[src/rtl/player_life_controller.sv]
`default_nettype none
// ============================================================================
// Module   : player_life_controller
// Brief    : Player life-cycle sequencer (ALIVE/DYING/SHIELD/GAME_OVER),
//            hit arbitration, lives bookkeeping. Optional extra-life awards
//            enabled by defining PLAYER_LIFE_EXTRA_EN.
// Revision : 1.0 - initial release
// ============================================================================
module player_life_controller #(
  parameter int INIT_LIVES    = 3,
  parameter int MAX_LIVES     = 3,
  parameter int HIT_SOURCES   = 4,
  parameter int DEATH_FRAMES  = 60,
  parameter int SHIELD_FRAMES = 90
) (
  input  logic                             clk,
  input  logic                             reset,
  input  logic                             startOfFrame,
  input  logic [HIT_SOURCES-1:0]           hit_req,
  input  logic                             new_game,
  input  logic                             extra_life,
  output logic [HIT_SOURCES-1:0]           hit_ack,
  output logic                             player_died,
  output logic                             respawn,
  output logic                             freeze_player,
  output logic                             invulnerable,
  output logic [$clog2(MAX_LIVES+1)-1:0]   lives_left,
  output logic                             game_over
);

  localparam int c_LW         = $clog2(MAX_LIVES + 1);
  localparam int c_MAX_FRAMES = (DEATH_FRAMES > SHIELD_FRAMES) ? DEATH_FRAMES : SHIELD_FRAMES;
  localparam int c_CW         = (c_MAX_FRAMES > 1) ? $clog2(c_MAX_FRAMES) : 1;

  localparam logic [c_LW-1:0] c_INIT_LIVES  = c_LW'(INIT_LIVES);
  localparam logic [c_LW-1:0] c_MAX_LIVES   = c_LW'(MAX_LIVES);
  localparam logic [c_CW-1:0] c_DEATH_LAST  = c_CW'(DEATH_FRAMES - 1);
  localparam logic [c_CW-1:0] c_SHIELD_LAST = c_CW'(SHIELD_FRAMES - 1);

  typedef enum logic [1:0] {
    ST_ALIVE     = 2'd0,
    ST_DYING     = 2'd1,
    ST_SHIELD    = 2'd2,
    ST_GAME_OVER = 2'd3
  } state_t;

  state_t                 r_state;
  state_t                 w_state_nxt;
  logic [c_CW-1:0]        r_frame_cnt;
  logic [c_CW-1:0]        w_frame_cnt_nxt;
  logic [c_LW-1:0]        r_lives;
  logic [c_LW-1:0]        w_lives_nxt;
  logic [c_LW-1:0]        w_lives_award;
  logic [HIT_SOURCES-1:0] w_grant;
  logic [HIT_SOURCES-1:0] w_hit_ack_nxt;
  logic                   w_died_nxt;
  logic                   w_respawn_nxt;
  logic                   w_award;

  // Isolate the lowest set request bit: bit 0 has the highest priority.
  assign w_grant = hit_req & (~hit_req + HIT_SOURCES'(1));

`ifdef PLAYER_LIFE_EXTRA_EN
  assign w_award = extra_life;
`else
  logic w_unused_extra_life;
  assign w_unused_extra_life = extra_life;
  assign w_award             = 1'b0;
`endif

  assign w_lives_award = (w_award && (r_lives < c_MAX_LIVES)) ? r_lives + c_LW'(1) : r_lives;

  always_comb begin
    w_state_nxt     = r_state;
    w_frame_cnt_nxt = r_frame_cnt;
    w_lives_nxt     = r_lives;
    w_hit_ack_nxt   = '0;
    w_died_nxt      = 1'b0;
    w_respawn_nxt   = 1'b0;

    if (new_game) begin
      w_state_nxt     = ST_ALIVE;
      w_frame_cnt_nxt = '0;
      w_lives_nxt     = c_INIT_LIVES;
    end else begin
      case (r_state)
        ST_ALIVE: begin
          w_lives_nxt = w_lives_award;
          if ((|hit_req) && (w_lives_award != '0)) begin
            w_hit_ack_nxt   = w_grant;
            w_died_nxt      = 1'b1;
            w_lives_nxt     = w_lives_award - c_LW'(1);
            w_state_nxt     = ST_DYING;
            w_frame_cnt_nxt = '0;
          end
        end

        ST_DYING: begin
          w_lives_nxt = w_lives_award;
          if (startOfFrame) begin
            if (r_frame_cnt == c_DEATH_LAST) begin
              w_frame_cnt_nxt = '0;
              // A same-cycle award still rescues the player from game over.
              if (w_lives_award == '0) begin
                w_state_nxt = ST_GAME_OVER;
              end else begin
                w_state_nxt   = ST_SHIELD;
                w_respawn_nxt = 1'b1;
              end
            end else begin
              w_frame_cnt_nxt = r_frame_cnt + c_CW'(1);
            end
          end
        end

        ST_SHIELD: begin
          w_lives_nxt = w_lives_award;
          if (startOfFrame) begin
            if (r_frame_cnt == c_SHIELD_LAST) begin
              w_frame_cnt_nxt = '0;
              w_state_nxt     = ST_ALIVE;
            end else begin
              w_frame_cnt_nxt = r_frame_cnt + c_CW'(1);
            end
          end
        end

        ST_GAME_OVER: begin
          w_state_nxt = ST_GAME_OVER;
        end

        default: begin
          w_state_nxt     = ST_ALIVE;
          w_frame_cnt_nxt = '0;
        end
      endcase
    end
  end

  always_ff @(posedge clk or posedge reset) begin
    if (reset) begin
      r_state       <= ST_ALIVE;
      r_frame_cnt   <= '0;
      r_lives       <= c_INIT_LIVES;
      hit_ack       <= '0;
      player_died   <= 1'b0;
      respawn       <= 1'b0;
      freeze_player <= 1'b0;
      invulnerable  <= 1'b0;
      game_over     <= 1'b0;
    end else begin
      r_state       <= w_state_nxt;
      r_frame_cnt   <= w_frame_cnt_nxt;
      r_lives       <= w_lives_nxt;
      hit_ack       <= w_hit_ack_nxt;
      player_died   <= w_died_nxt;
      respawn       <= w_respawn_nxt;
      freeze_player <= (w_state_nxt == ST_DYING) || (w_state_nxt == ST_GAME_OVER);
      invulnerable  <= (w_state_nxt == ST_SHIELD);
      game_over     <= (w_state_nxt == ST_GAME_OVER);
    end
  end

  assign lives_left = r_lives;

endmodule
`default_nettype wire

[config.mk]
export PLATFORM = sky130hd
export DESIGN_NAME = player_life_controller
export DESIGN_NICKNAME = d
export VERILOG_FILES = /design/src/rtl/player_life_controller.sv
export SDC_FILE = /design/constraint.sdc
export NUM_CORES = 1
export LEC_CHECK = 0
export BUFFER_PORTS_ARGS = -buffer_cell sky130_fd_sc_hd__buf_4
export CAP_MARGIN = 30
export CORE_ASPECT_RATIO = 1.4
export CORE_UTILIZATION = 36
export DETAILED_ROUTE_END_ITERATION = 8
export PLACE_DENSITY_LB_ADDON = 0.25
export SYNTH_ARGS = -nofsm -noshare
export SYNTH_HDL_FRONTEND = slang
export SYNTH_SLANG_ARGS = --single-unit
[constraint.sdc]
create_clock -name clk -period 3.1 [get_ports clk]
set_input_delay 0.465 -clock clk [delete_from_list [all_inputs] [get_ports clk]]
set_output_delay 0.465 -clock clk [all_outputs]
set_load 0.02 [all_outputs]
# After elaboration in Yosys (flattened, before gate mapping)

Index checks and enable logic that the tools add are counted.

Input bits: 9
Output and inout port bits: 11
Logic and storage cells: 65
Flip-flop bits (word level): 20

$add $sub $neg: 3
Reduce and logical (&&, ||, !) cells: 11
Mux-type cells: 29
Bitwise logic cells: 2
Eq/ne operators: 11

Operators with widths:

| operator                                          | count |
|---|---|
| 2-to-1 mux 7 bit                                  | 6 |
| case mux 7 bit (3 select lines)                   | 1 |
| 2-to-1 mux 2 bit                                  | 9 |
| 2-to-1 mux 4 bit                                  | 3 |
| 2-to-1 mux 1 bit                                  | 9 |
| != test 3 bit (second input constant)             | 3 |
| == test 2 bit (second input constant)             | 4 |
| case mux 2 bit (4 select lines)                   | 1 |
| adder 7 x 1 -> 7 bit (second input constant)      | 1 |
| == test 7 x 6 -> 1 bit (second input constant)    | 1 |
| == test 7 bit (second input constant)             | 1 |
| nonzero test 2 bit                                | 3 |
| adder 4 x 1 -> 4 bit (second input constant)      | 1 |
| bitwise AND 4 bit                                 | 1 |
| == test 2 x 1 -> 1 bit (second input constant)    | 2 |
| zero test 2 bit                                   | 2 |
| inverter 4 bit                                    | 1 |
| AND reduction 4 bit                               | 1 |
| nonzero test 4 bit                                | 1 |
| OR reduction 4 bit                                | 1 |
| AND reduction 2 bit                               | 1 |
| subtractor 2 x 1 -> 2 bit (second input constant) | 1 |
| logical AND 1 bit                                 | 1 |
| logical OR 1 bit                                  | 1 |

# Longest topological paths before layout

Depth in word-level cells: 8
Gate-level depth with buffers: 7
Gate-level depth less buffers: 7

# Worst setup path before layout

No wires, ideal clock.

Path kind: reg2reg
Start: register freeze_player (netlist name)
End: register r_frame_cnt[3]
Arrival time: 1763 ps
Required time: 2979 ps
Setup slack: 1216 ps
Library setup time: 121 ps
Path buffers: 0
Cell stages (with the launch flop): 8
Clock period less this slack: 1884 ps
Cells stage by stage: dfrtp_1 inv_1 ha_1 nor2b_1 and2_1 a32oi_4 o21ai_1 a22o_1

RTL lines:

| what                   | line | text |
|---|---|---|
| end signal: assignment | 153  | `r_frame_cnt <= w_frame_cnt_nxt;` |
| end: declaration       | 49   | `logic [c_CW-1:0] r_frame_cnt;` |

# Final worst setup path

Start: register r_state[1]
End: register r_frame_cnt[5]

Cells in the longest elaborated chain, start to end: 3
Elaborated cells between the ends (all ways): 10
Those cells by class: eq/ne: 5; mux: 2; reduce/logical: 3

RTL lines:

| what                                                                     | line | text |
|---|---|---|
| start: declaration                                                       | 47   | `state_t r_state;` |
| start signal: assignment                                                 | 152  | `r_state <= w_state_nxt;` |
| == test 2 x 1 -> 1 bit, or another cell as far along                     | 86   | `case (r_state)` |
| != test 3 bit (no line), or another cell as far along                    | -    |  |
| AND reduction 4 bit (no line) / 2-to-1 mux 7 bit (equally long branches) | -    |  |

Parallel ways exist; a longest one is shown, timed or not.
A chain may end at the register's enable or synchronous reset.

==> results.py <==
metrics = {
    "placement": {
        "place_area_mm2": 0.001212,
        "post-dp-hpwl_mm": 1.478,
        "io_buffers": 18,
        "dp.cells": 155,
        "place.gp.congestion": 0.7125,
    },
    "global_route": {
        "grt_pass1_vias": 818,
        "grt_antenna_before_repair": 0,
        "grt_overflow": 0,
        "grt_pass1_wl_mm": 3.574,
        "grt_usage": 0.1583,
        "grt_max_degree": 20,
    },
    "routing": {
        "drt_wl_total_mm": 1.960,
        "routed_via_density": 5.082,
        "drtIter0Drc": 11,
        "drc": 0,
        "antenna_left": 0,
        "via_count": 808,
        "dr.pass1.iters": 4,
        "wire_per_inst_um": 12.33,
    },
    "critical_path": {
        "r2r_end": "r_frame_cnt[5]$_DFFE_PP0P_",
        "reg2reg_from": "r_state[1]$_DFF_PP0_",
        "reg2reg_slack_ns": 1.14,
        "cp-startpoint": "r_state[1]$_DFF_PP0_",
        "critPathBufInv": 1,
        "cp_slowest_stage_delay_ns": 0.46,
        "crit_path_start_kind": "register",
        "setup.worst_path.end": "r_frame_cnt[5]$_DFFE_PP0P_",
        "crit_chain": "inv_1 > ha_1 > nor2b_1 > and2_1 > a32oi_4 > a21oi_1 > a22o_1",
        "rr_worst_depth": 7,
        "critPathTopFamily": "compound AO/OA/AOI/OAI gates",
        "crit_fanout": 7,
        "end_kind": "register",
        "slowest_stage": "dfrtp_1",
        "worst_ep_arrival_time_ns": 2.18,
        "worstSetupPathType": "register to register",
        "cp.required_ns": 3.33,
        "crit_cells": 7,
    },
    "timing": {
        "setup_tns_ns": 0,
        "period_share": 0.6310,
        "fmax_mhz": 511.2,
        "rsz0062_at_grt": "false",
        "post-route-min-period_ns": 1.956,
        "fin_skew_ns": 0.008830,
        "tightest_slew_ns": 0.7140,
        "slew_headroom": 0.5235,
        "finalMaxSlewViolations": 0,
        "whs_ns": 0.2823,
        "finalSetupViolCount": 0,
        "hold_violations": 0,
    },
    "cells_and_area": {
        "final_nets": 140,
        "drive_above_1_share": 0.2195,
        "stdcell_area_mm2": 0.001239,
        "final_cells": 159,
        "multi_input_area_um2": 516.7,
        "fill_cells": 260,
        "regArea_um2": 478.0,
        "area_delta_synth_final_pct": 19.57,
        "antenna_cells": 0,
    },
    "logic_synthesis": {
        "yosysSeqAreaShare": 0.4614,
        "synth_edf_count": 0,
        "synthCells": 102,
        "synth.avg_cell_area_um2": 10.16,
        "yosysMostFrequentCell": "dfrtp_1",
        "synthesis.area_mm2": 0.001036,
        "ys_types": 39,
        "synth_top_area_share": 0.4106,
        "async_reset_ff_frac": 1.000,
        "synth_common_cells": "dfrtp_1 (17), inv_1 (10), ha_1 (7), nor2_1 (7), nand2_1 (6)",
        "syn-num-nets": 118,
        "synth.area.top_cells": "dfrtp_1 (41%), ha_1 (8.5%), dfstp_2 (5.1%)",
        "synth_warnings": 0,
        "ys_seq_elements": 19,
        "yosys.area.top_type": "dfrtp_1",
        "synth_flop_cell": "dfrtp_1",
    },
    "clock_tree": {
        "clk_pin_slew_worst_paths_ns": 0.11,
        "cts_root_buf": "clkbuf_4",
        "clock_latency_ns": 0.29,
        "clock_sinks": 19,
        "cts_tree": "yes",
        "cts-resized-gates": 0,
        "cts_buffers": 3,
        "post_cts_buffers": 0,
        "clockBufferDepth": 2,
        "htreeDepth": 1,
        "ctsHoldBuffers": 0,
    },
    "pwr": {
        "ir_worst_vdd_mv": 0.2993,
        "cellPowerDensity_mw_per_mm2": 661.2,
        "finalPower_uw": 819.1,
        "leakagePower_nw": 0.6197,
    },
    "floorplan": {
        "dieArea_mm2": 0.003100,
        "die_w_um": 47.34,
        "core-area_mm2": 0.002670,
        "boundaryPins": 20,
        "start_util": 0.3880,
        "die_h_um": 65.48,
        "placementRows": 22,
    },
    "min_path": {
        "hold_path.class": "input pin to async pin",
    },
    "run": {
        "cap_violations": 0,
    },
    "run_status": {
        "status": "completed",
    },
}
-- worst min path at each step --
stage | end | slack, ns | cells after the start
3_5_place_dp | r_frame_cnt[0]$_DFFE_PP0P_ | 0.53 | 1
3_3_place_gp | r_frame_cnt[0]$_DFFE_PP0P_ | 0.52 | 1
5_1_grt | hit_ack[3]$_DFF_PP0_ | 0.32 | 2
6_report | r_frame_cnt[0]$_DFFE_PP0P_ | 0.28 | 2
4_1_cts | r_frame_cnt[0]$_DFFE_PP0P_ | 0.30 | 2
2_1_floorplan | freeze_player$_DFF_PP0_ | 0.41 | 1
-- final cells by class --
class                      instances  share of cell area
multi-input combinational         72              0.4172
sequential                        19              0.3859
timing repair buffer              18              0.1091
tap                               36             0.03636
inverter                          10             0.03030
clock buffer                       4             0.02121
-- flip-flops by register name (all words and copies together) (netlist names) --
signal / count
invulnerable: 1
lives_left: 2
r_state: 1
respawn: 1
r_frame_cnt: 7
player_died: 1
game_over: 1
hit_ack: 4
freeze_player: 1
-- per-layer routing --
layer	wire [um]	global-route usage	vias up
li1	-	-	403
met1	848	0.1886	387
met2	1043	0.2637	16
met3	53	0.02473	2
met4	15	0.07500	0
met5	0	0	-
-- worst reg2reg max path, delay by kind of cell, from the launching register on --
kind	cells	cell delay [ns]
AOI/OAI and AO/OA	3	0.58
and+or+nand+nor	2	0.45
buffers and inverters	1	0.09
adders and majority gates	1	0.30
DFF	1	0.46
-- per-stage QoR --
stage	worst slack [ns]	util
after floorplan	1.216	-
after global placement	1.183	0.4541
after detailed placement	1.172	0.4541
after CTS	1.146	0.4639
after global routing	1.007	0.4639
final	1.144	0.4639
-- cells in the final DEF, fill, tap and decap left out, types with 2 or more instances in the layout --
cell type / count
nand2_1: 6
o21ai_0: 3
a22o_1: 5
buf_4: 18
dfstp_2: 2
ha_1: 7
clkbuf_4: 3
nand3_1: 2
nand2b_1: 2
nor3_1: 3
and2_1: 3
and3_1: 2
nor2b_1: 4
inv_1: 10
a21o_1: 2
nor2_1: 7
o21ai_1: 4
dfrtp_1: 17
-- cells by family (layout without fill, tap and decap cells) --
kind of cell    after synthesis  after routing  synth area share
flops                        19             19            0.4614
compound gates               24             24            0.1812
fa+ha+maj                     7              7           0.08454
buf+inv                      11             32           0.03986
mux                           1              1          0.009662
xor+xnor                      1              1          0.008456
simple gates                 39             39            0.2150
-- report_power, final --
part | internal [mW] | leakage, nW | switching (mW)
Sequential | 0.295 | 0.254 | 0.0311
Combinational | 0.157 | 0.351 | 0.215
Clock | 0.0499 | 0.0150 | 0.0714
Total | 0.501 | 0.620 | 0.318
Note: power is estimated with default switching activity, not from simulation.
